## src/rtl/vga_pixel_fetcher_pkg.sv

```systemverilog
// Shared definitions for the VGA pixel fetcher and its FIFO.
// Contents:
//   - pixel field positions inside a 16-bit framebuffer word
//   - 640x480 frame constants shared with the VGA controller
//   - fetcher state enum, packed RGB type and a word unpack helper
package vga_pixel_fetcher_pkg;

    localparam int R_MSB = 11;
    localparam int G_MSB = 7;
    localparam int B_MSB = 3;

    localparam int H_VISIBLE    = 640;
    localparam int V_VISIBLE    = 480;
    localparam int FRAME_PIXELS = H_VISIBLE * V_VISIBLE;

    localparam int ADDR_W  = 22;
    localparam int FETCH_W = 19;
    localparam int PIXEL_W = 12;

    typedef enum logic [1:0] {
        WAIT_SYNC = 2'd0,
        FLUSH     = 2'd1,
        FETCH     = 2'd2
    } fetchState_t;

    typedef struct packed {
        logic [3:0] red;
        logic [3:0] green;
        logic [3:0] blue;
    } rgb_t;

    // Pull the three colour nibbles out of a framebuffer word; [15:12] is unused.
    function automatic rgb_t unpackPixel(input logic [15:0] word);
        rgb_t pixel;
        pixel.red   = word[R_MSB -: 4];
        pixel.green = word[G_MSB -: 4];
        pixel.blue  = word[B_MSB -: 4];
        return pixel;
    endfunction

endpackage

```

## src/rtl/vga_pixel_fetcher_fifo.sv

```systemverilog
// pixel_fifo: synchronous show-ahead FIFO, DEPTH x WIDTH.
// Ports:
//   iCLK, iRST_N   clock, asynchronous active-low reset
//   iClear         empties the FIFO; wins over push and pop
//   iPush, iPushData  write one entry (ignored when full)
//   iPop           advance the head (ignored when empty)
//   oHeadData      current head entry, valid whenever oEmpty=0
//   oLevel         occupancy 0..DEPTH
//   oEmpty, oFull  status flags
module pixel_fifo #(
    parameter int DEPTH = 64,
    parameter int WIDTH = 12
) (
    input  logic                     iCLK,
    input  logic                     iRST_N,
    input  logic                     iClear,
    input  logic                     iPush,
    input  logic [WIDTH-1:0]         iPushData,
    input  logic                     iPop,
    output logic [WIDTH-1:0]         oHeadData,
    output logic [$clog2(DEPTH):0]   oLevel,
    output logic                     oEmpty,
    output logic                     oFull
);

    localparam int PTR_W   = $clog2(DEPTH);
    localparam int LEVEL_W = PTR_W + 1;

    logic [WIDTH-1:0] mem [DEPTH];
    logic [PTR_W-1:0] wrPtr;
    logic [PTR_W-1:0] rdPtr;
    logic             doPush;
    logic             doPop;

    assign oEmpty = (oLevel == '0);
    assign oFull  = (oLevel == LEVEL_W'(DEPTH));
    assign doPush = iPush & ~oFull;
    assign doPop  = iPop & ~oEmpty;

    // Show-ahead: the head is a plain read of the slot under the read pointer.
    assign oHeadData = mem[rdPtr];

    // NOTE: the storage array has no reset; only pointers and level need a known
    // value, and leaving the array unreset lets it map onto RAM.
    always_ff @(posedge iCLK) begin
        if (doPush && !iClear) begin
            mem[wrPtr] <= iPushData;
        end
    end

    // Pointers wrap naturally because DEPTH is a power of two.
    always_ff @(posedge iCLK or negedge iRST_N) begin
        if (!iRST_N) begin
            wrPtr  <= '0;
            rdPtr  <= '0;
            oLevel <= '0;
        end else if (iClear) begin
            wrPtr  <= '0;
            rdPtr  <= '0;
            oLevel <= '0;
        end else begin
            if (doPush) wrPtr <= wrPtr + 1'b1;
            if (doPop)  rdPtr <= rdPtr + 1'b1;
            if (doPush && !doPop)      oLevel <= oLevel + 1'b1;
            else if (doPop && !doPush) oLevel <= oLevel - 1'b1;
        end
    end

endmodule

```

## src/rtl/vga_pixel_fetcher.sv

```systemverilog
// vga_pixel_fetcher: prefetches framebuffer words over an Avalon-style
// pipelined read master and hands them to the VGA controller one pixel per
// request through a show-ahead FIFO.
// Ports:
//   iCLK, iRST_N          pixel clock, asynchronous active-low reset
//   iPixelRequest         pop one pixel (controller oRequest)
//   iTopOfScreen          restart the frame (controller oTopOfScreen)
//   oRed/oGreen/oBlue     FIFO head pixel, 0 while the FIFO is empty
//   oMemRead, oMemAddress read request and word address
//   iMemWaitRequest       slave stall; request and address hold
//   iMemReadDataValid, iMemReadData  returned word
//   oUnderflow            sticky: a pop found the FIFO empty
//   oFifoLevel            FIFO occupancy
module vga_pixel_fetcher
    import vga_pixel_fetcher_pkg::*;
#(
    parameter int unsigned FRAME_BASE      = 0,
    parameter int unsigned PIXELS          = FRAME_PIXELS,
    parameter int unsigned DEPTH           = 64,
    parameter int unsigned MAX_OUTSTANDING = 8
) (
    input  logic        iCLK,
    input  logic        iRST_N,
    input  logic        iPixelRequest,
    input  logic        iTopOfScreen,
    output logic [3:0]  oRed,
    output logic [3:0]  oGreen,
    output logic [3:0]  oBlue,
    output logic        oMemRead,
    output logic [21:0] oMemAddress,
    input  logic        iMemWaitRequest,
    input  logic        iMemReadDataValid,
    input  logic [15:0] iMemReadData,
    output logic        oUnderflow,
    output logic [6:0]  oFifoLevel
);

    localparam int OUT_W   = $clog2(MAX_OUTSTANDING + 1);
    localparam int LEVEL_W = $clog2(DEPTH) + 1;
    localparam int SUM_W   = ((LEVEL_W > OUT_W) ? LEVEL_W : OUT_W) + 1;

    localparam logic [FETCH_W-1:0] PIXELS_LIMIT = FETCH_W'(PIXELS);
    localparam logic [OUT_W-1:0]   OUT_LIMIT    = OUT_W'(MAX_OUTSTANDING);
    localparam logic [SUM_W-1:0]   CREDIT_LIMIT = SUM_W'(DEPTH);

    fetchState_t          state;
    fetchState_t          nextState;
    logic [FETCH_W-1:0]   fetched;
    logic [OUT_W-1:0]     outstanding;
    logic                 readHold;
    logic                 accept;
    logic                 issueOk;
    logic [SUM_W-1:0]     creditUsed;

    logic                 fifoPush;
    logic                 fifoEmpty;
    logic                 fifoFull;
    logic [LEVEL_W-1:0]   fifoLevel;
    rgb_t                 pushPixel;
    rgb_t                 headPixel;
    logic                 unusedBits;

    assign accept = oMemRead & ~iMemWaitRequest;

    // Credit rule: FIFO entries plus reads in flight never exceed DEPTH, so a
    // returned word always has a free slot.
    assign creditUsed = SUM_W'(fifoLevel) + SUM_W'(outstanding);
    assign issueOk    = (fetched < PIXELS_LIMIT) &&
                        (outstanding < OUT_LIMIT) &&
                        (creditUsed < CREDIT_LIMIT);

    assign oMemAddress = ADDR_W'(FRAME_BASE) + ADDR_W'(fetched);

    // ---------------------------------------------------------------- FSM
    always_ff @(posedge iCLK or negedge iRST_N) begin
        if (!iRST_N) state <= WAIT_SYNC;
        else         state <= nextState;
    end

    always_comb begin
        // NOTE: defaults first, so no path through this block leaves a signal
        // unassigned and infers a latch.
        nextState = state;
        oMemRead  = 1'b0;
        unique case (state)
            WAIT_SYNC: nextState = WAIT_SYNC;
            FLUSH:     if (outstanding == '0) nextState = FETCH;
            // A stalled request keeps asserting regardless of the credit
            // check; the issue condition is only looked at again after an accept.
            FETCH:     oMemRead = readHold | issueOk;
            default:   nextState = WAIT_SYNC;
        endcase
        if (iTopOfScreen) nextState = FLUSH;
    end

    // ----------------------------------------------------- counters/flags
    // NOTE: all state here is sequential, so every assignment is non-blocking;
    // blocking assignments would let later lines see this cycle's new values.
    always_ff @(posedge iCLK or negedge iRST_N) begin
        if (!iRST_N) begin
            fetched     <= '0;
            outstanding <= '0;
            readHold    <= 1'b0;
            oUnderflow  <= 1'b0;
        end else begin
            // Outstanding tracks the bus, not the frame: a read accepted or
            // returned during a flush still counts.
            if (accept && !iMemReadDataValid) begin
                outstanding <= outstanding + 1'b1;
            end else if (!accept && iMemReadDataValid && outstanding != '0) begin
                outstanding <= outstanding - 1'b1;
            end

            if (iTopOfScreen) begin
                fetched    <= '0;
                readHold   <= 1'b0;
                oUnderflow <= 1'b0;
            end else begin
                if (accept) fetched <= fetched + 1'b1;
                readHold <= oMemRead & iMemWaitRequest;
                if (iPixelRequest && fifoEmpty) oUnderflow <= 1'b1;
            end
        end
    end

    // ---------------------------------------------------------------- FIFO
    // Words returning outside FETCH belong to an abandoned frame.
    assign fifoPush  = iMemReadDataValid && (state == FETCH);
    assign pushPixel = unpackPixel(iMemReadData);

    pixel_fifo #(
        .DEPTH (DEPTH),
        .WIDTH (PIXEL_W)
    ) u_pixel_fifo (
        .iCLK      (iCLK),
        .iRST_N    (iRST_N),
        .iClear    (iTopOfScreen),
        .iPush     (fifoPush),
        .iPushData (pushPixel),
        .iPop      (iPixelRequest),
        .oHeadData (headPixel),
        .oLevel    (fifoLevel),
        .oEmpty    (fifoEmpty),
        .oFull     (fifoFull)
    );

    assign oRed       = fifoEmpty ? 4'h0 : headPixel.red;
    assign oGreen     = fifoEmpty ? 4'h0 : headPixel.green;
    assign oBlue      = fifoEmpty ? 4'h0 : headPixel.blue;
    assign oFifoLevel = 7'(fifoLevel);

    // Upper word nibble carries no colour; full is implied by the credit rule.
    assign unusedBits = ^{iMemReadData[15:12], fifoFull};

endmodule

```

## config.mk

```make
export PLATFORM = sky130hd
export DESIGN_NAME = vga_pixel_fetcher
export DESIGN_NICKNAME = d
export VERILOG_FILES = /design/src/rtl/vga_pixel_fetcher_pkg.sv /design/src/rtl/vga_pixel_fetcher_fifo.sv /design/src/rtl/vga_pixel_fetcher.sv
export SDC_FILE = /design/constraint.sdc
export NUM_CORES = 1
export LEC_CHECK = 0
export BUFFER_PORTS_ARGS = -buffer_cell sky130_fd_sc_hd__buf_2
export CAP_MARGIN = 40
export CORE_UTILIZATION = 55
export CTS_CLUSTER_SIZE = 16
export DETAILED_ROUTE_END_ITERATION = 16
export PLACE_DENSITY = 0.71
export SYNTH_ARGS = -nofsm -noshare
export SYNTH_HDL_FRONTEND = slang
export SYNTH_SLANG_ARGS = --single-unit
```

## constraint.sdc

```tcl
create_clock -name iCLK -period 4.4 [get_ports iCLK]
set_clock_uncertainty 0.05 [all_clocks]
set_input_delay 0.66 -clock iCLK [delete_from_list [all_inputs] [get_ports iCLK]]
set_output_delay 0.66 -clock iCLK [all_outputs]
set_load 0.02 [all_outputs]
```

Yosys cells after proc, flatten, opt, wreduce, memory -nomap -nowiden
Memories as Yosys holds them, arrays and structs flattened.
Index checks and enable logic that the tools add are counted.
Storage, ports and cells
  bits in registers: 46
  bits in writable memories: 768
  input bits: 22
  output and inout bits: 43
  memories kept: 1
Memories
  u_pixel_fifo.mem: depth 64, width 12, read ports 1, clocked after memory_dff 0, wr ports 1, line vga_pixel_fetcher_fifo.sv:29  | logic [WIDTH-1:0] mem [DEPTH];
Operators by class
  add/sub/neg operators: 8
  $lt $le $gt $ge: 3
  eq/ne operators: 5
  mux-type cells: 23
  bitwise logic cells: 8
  reductions and logical operators: 25
Operators with widths (number)
  19-bit 2-to-1 mux: 2
  6-bit 2-to-1 mux: 4
  7-bit 2-to-1 mux: 3
  4-bit 2-to-1 mux: 5
  19-bit by 1-bit adder with 19-bit output, second input constant: 1
  19-bit less-than comparator, second input constant: 1
  6-bit by 1-bit adder with 6-bit output, second input constant: 2
  1-bit logical AND: 10
  2-bit nonzero test: 5
  7-bit by 4-bit adder with 8-bit output: 1
  8-bit by 7-bit less-than comparator with 1-bit output, second input constant: 1
  7-bit by 1-bit adder with 7-bit output, second input constant: 1
  7-bit == test, second input constant: 1
  7-bit logical NOT: 1
  7-bit by 1-bit subtractor with 7-bit output, second input constant: 1
  1-bit 2-to-1 mux: 6
  1-bit logical NOT: 5
  4-bit by 1-bit adder with 4-bit output, second input constant: 1
  1-bit bitwise AND: 4
  4-bit logical NOT: 1
  4-bit less-than comparator, second input constant: 1
  2-bit 2-to-1 mux: 2
  2-bit one-hot mux with 2 select lines: 1
  4-bit nonzero test: 1
  other kinds (9): 11

Depth between registers and ports, before layout
  depth in word-level cells: 11
  gate-level depth with buffers: 12

Cells and area by module
From an unflattened synthesis, not the netlist that was laid out.
Unflattened totals
  cells, all modules: 1755
  area, all modules: 32696.4 um^2
By module, submodules not included
  pixel_fifo: times used 1, cells each 1569, area an instance 31026.0 um^2, sequential area each 23537.6 um^2
  vga_pixel_fetcher: times used 1, cells each 186, area an instance 1670.4 um^2, sequential area each 675.6 um^2

Worst setup path after synthesis
OpenSTA, ideal clock, no wires.
  path type: input to register
  start point: in iMemReadDataValid
  end point: mem u_pixel_fifo.mem[42][0] (enable)
  setup time: 417 ps
  data arrival time: 3104 ps
  data required time: 3933 ps
  setup slack: 829 ps
  stages: 5
  path buffers: 1
  path through: clkbuf_2 -> inv_1 -> a311oi_2 -> or3b_1 -> nor4b_1
Between the ends
  word-level cells in the longest chain between the ends: 5
RTL lines
  from (decl): line vga_pixel_fetcher.sv:32  | input logic iMemReadDataValid,
  1-bit logical AND: line vga_pixel_fetcher.sv:128  | assign fifoPush = iMemReadDataValid && (state == FETCH);
  1-bit bitwise AND: line vga_pixel_fetcher_fifo.sv:37  | assign doPush = iPush & ~oFull;
  1-bit logical AND: line vga_pixel_fetcher_fifo.sv:46  | if (doPush && !iClear) begin
  1-bit 2-to-1 mux: line vga_pixel_fetcher_fifo.sv:46
  1-bit 2-to-1 mux (not written as such): line vga_pixel_fetcher_fifo.sv:47  | mem[wrPtr] <= iPushData;
  to (decl): line vga_pixel_fetcher_fifo.sv:29
No other way between the ends.

Worst setup path after layout
  start point: reg u_pixel_fifo.rdPtr[0]
  end point: out oBlue[2]
Between the ends
  word-level cells in the longest chain between the ends: 2
RTL lines
  from (decl): line vga_pixel_fetcher_fifo.sv:31  | logic [PTR_W-1:0] rdPtr;
  from (signal assigned): line vga_pixel_fetcher_fifo.sv:63  | if (doPop) rdPtr <= rdPtr + 1'b1;
  memory read 64 x 12 bit
  4-bit 2-to-1 mux: line vga_pixel_fetcher.sv:149  | assign oBlue = fifoEmpty ? 4'h0 : headPixel.blue;
  to (decl): line vga_pixel_fetcher.sv:28  | output logic [3:0] oBlue,
No other way between the ends.

==> metrics.md <==
| Metric | Value |
|---|---|
| Headroom to the max-slew limit | 0.464 |
| Drt total wl | 69500 um |
| CP Class | reg2out |
| Synth cell types | 53 |
| Main combinational cell family by area after synthesis | multiplexers |
| Final RePlAce weighted congestion | ~0.86 |
| Vias in the first global route | between 15000 and 20000 |
| Post-route ant nets | 0 |
| Number of synthesized flops with an enable pin | roughly 770 |
| Cts bufs inserted | 82 |
| Port Buffers | 57 |
| Total number of vias | 16213 |
| Initial Util | 0.560 |
| Syn Inst Count | approximately 1600 |
| Setup TNS | 0 ps |
| Worst EP required | 3690 ps |
| Sequential-to-total area share from yosys stat | 0.744 |
| Commonest non-fill, non-tap cell in the layout | edfxtp_1 |
| Total GRT Usage | 0.238 |
| PostCTS Resize Cnt | 0 |
| Grt met3 use | 0.0483 |
| Simple-gate area share of the yosys netlist | 0.0371 |
| Final Hold Vio Count | 0 |
| Post-synth top area cell | edfxtp_1 |
| CTS tree | built |
| First-pass GRT wire length | about 100000 um |
| HPWL Detailed | ~41000 um |
| Grt ovf | 0 |
| Layout cells sized above 1 | 0.279 |
| Synth Area per Inst | about 20 um2 |
| Compound-Gate Fraction of Synth Area | 0.0282 |
| Max VDD drop | 0.347 mV |
| M1 GR Usage | 0.346 |
| Post-synthesis mux area share | 0.160 |
| Post-CTS Setup Inserts | 0 |
| Die area | 60200 um2 |
| Total placed instance area | 34200 um2 |
| Min Tclk post-route | 4310 ps |
| Crit share post-route | 0.979 |
| Post-Synth Adder-Cell Area | 0.00623 |
| Pwr Total | around 0.019 W |
| Most frequent cells in the layout | edfxtp_1 (768), mux4_2 (192), nor2_1 (113), buf_4 (91), clkbuf_16 (86) |
| Post-DR vias/cell | 6.21 |
| Core area | 58100 um2 |
| Worst-Margin Slew | around 800 ps |
| Initial DRC count | 1560 |
| P per Cell Area | 527 nW/um2 |
| Fmax | ~230 MHz |
| Setup violators final | 0 |
| Final nets | 1818 |
| Worst-path clk slew | 60 ps |
| Slew Viols, Final | 0 |
| Worst path arrival time | approximately 3600 ps |
| Most used routing layer | met2 |
| Yosys top cell area share | 0.708 |
| Worst-skew pair later-pin latency | 620 ps |
| Remaining DRCs | 0 |
| Clk sink count | 814 |
| Maxcap violations | 0 |
| CTS Buffer Depth | 3 |
| Drt pass-1 iters | 5 |
| CP startpoint kind | flip-flop |
| Syn Std Cell Area | between 30000 and 40000 um2 |
| Chip width | 245 um |
| FFs w/ async S/R, synth | 0.0565 |
| Initial antenna violation count | 0 |
| Row count | 88 |
| Critical path peak fanout | 32 |
| Post-DR wirelength/cell | 26.6 um |
| FF+latch count, synth | 814 |
| Synth warn | 0 |
| Die span in y | 245 um |
| H-tree depth | 3 |
| Unrepaired setup endpoints after global routing | no |
| Area contributors post-synth | edfxtp_1 (71%), mux4_2 (13%), dfrtp_1 (3.5%) |
| Design Area, Final | roughly 37000 um2 |
| GR Util met2 | 0.368 |
| Ant. Diodes | 0 |
| Pre-CTS setup slack | 770 ps |
| Worst setup margin | 94.5 ps |
| Outcome | finished, final reports clean |
| Cts-stage hold buffer count | 0 |
| Worst min-delay path class | in2async |
| Largest net degree at the start of global routing | 65 |
| Static Leak | 11.7 nW |
| CP Capture Type | primary output |
| Xor-xnor portion of the synthesized cell area | 0.00911 |
| Root buf cell | clkbuf_16 |
| IO Pins | 65 |
| Layout area overhead | 13.1% |
| Top FF cell, synth | edfxtp_1 |
## cell families (layout without fill, tap and decap cells)
kind of cell,Yosys count,after routing
xor+xnor,33,33
simple gates,253,253
other cells,1,3
mux,274,274
fa+ha+maj,15,15
compound gates,139,139
flops,814,814
buf+inv,105,314
## path summary, 6_finish.rpt
check	slack, ps	end	cells past startpoint	start
max	90	oBlue[2]	8	u_pixel_fifo.rdPtr[0]
min	120	outstanding[3]	2	iRST_N
max reg2reg	720	u_pixel_fifo.oLevel[6]	12	u_pixel_fifo.oLevel[1]
min reg2reg	450	oUnderflow	2	oUnderflow
max in group asynchronous	3670	u_pixel_fifo.rdPtr[2]	2	iRST_N
min in group iCLK	290	oUnderflow	3	iPixelRequest
## critical path, stage by stage, from the launching register on
cell	delay (ps)
dfrtp_4	710
buf_12	310
mux4_2	570
nor2b_1	150
a211oi_1	220
a211oi_1	130
a21oi_1	370
o41ai_1	250
buf_2	220
## registers in the layout, summed over array words and instances (netlist names)
signal	count
fetched	19
oUnderflow	1
outstanding	4
readHold	1
state	2
u_pixel_fifo.mem	768
u_pixel_fifo.oLevel	7
u_pixel_fifo.rdPtr	6
u_pixel_fifo.wrPtr	6
## area by class of cell
type / instances / area (um2)
clock buffer: 100 / 2210
clock inverter: 48 / 377
fill: 3936 / 21300
inverter: 7 / 26.3
multi-input combinational: 717 / 7860
sequential: 814 / 24200
tap: 765 / 957
timing repair buffer: 159 / 1170
## synth_stat cells, drive strengths merged (4+ instances only)
| master | instances |
|---|---|
| xor2 | 23 |
| nor3 | 8 |
| nand4 | 14 |
| mux4 | 192 |
| and2 | 4 |
| dfrtp | 46 |
| o22ai | 12 |
| and3 | 6 |
| mux2i | 43 |
| ha | 13 |
| nor2 | 113 |
| a21oi | 49 |
| buf | 51 |
| xnor2 | 10 |
| mux2 | 39 |
| nand3 | 16 |
| clkbuf | 47 |
| nand3b | 4 |
| inv | 7 |
| o21ai | 7 |
| edfxtp | 768 |
| o41ai | 12 |
| nand2 | 40 |
| nor2b | 29 |
| a211oi | 50 |
## report_power, final
| part | switching [W] | internal, W |
|---|---|---|
| sequential | 0.000168 | 0.00853 |
| combinational | 0.00210 | 0.00193 |
| clock | 0.00279 | 0.00392 |
## stage by stage
stage | util | cells | hold slack (ps)
2_1_floorplan | - | 1636 | 314
3_3_place_gp | 0.589 | 2461 | 427
3_5_place_dp | 0.589 | 2462 | 442
4_1_cts | 0.634 | 2610 | 112
5_1_grt | 0.634 | 2610 | 162
6_report | 0.634 | 2610 | 121
## layer usage
layer,vias to the layer above,share of wire
met3,96,0.079
li1,6982,-
met5,-,0
met2,589,0.48
met1,8546,0.42
met4,0,0.025
(Power assumes the default switching activity.)
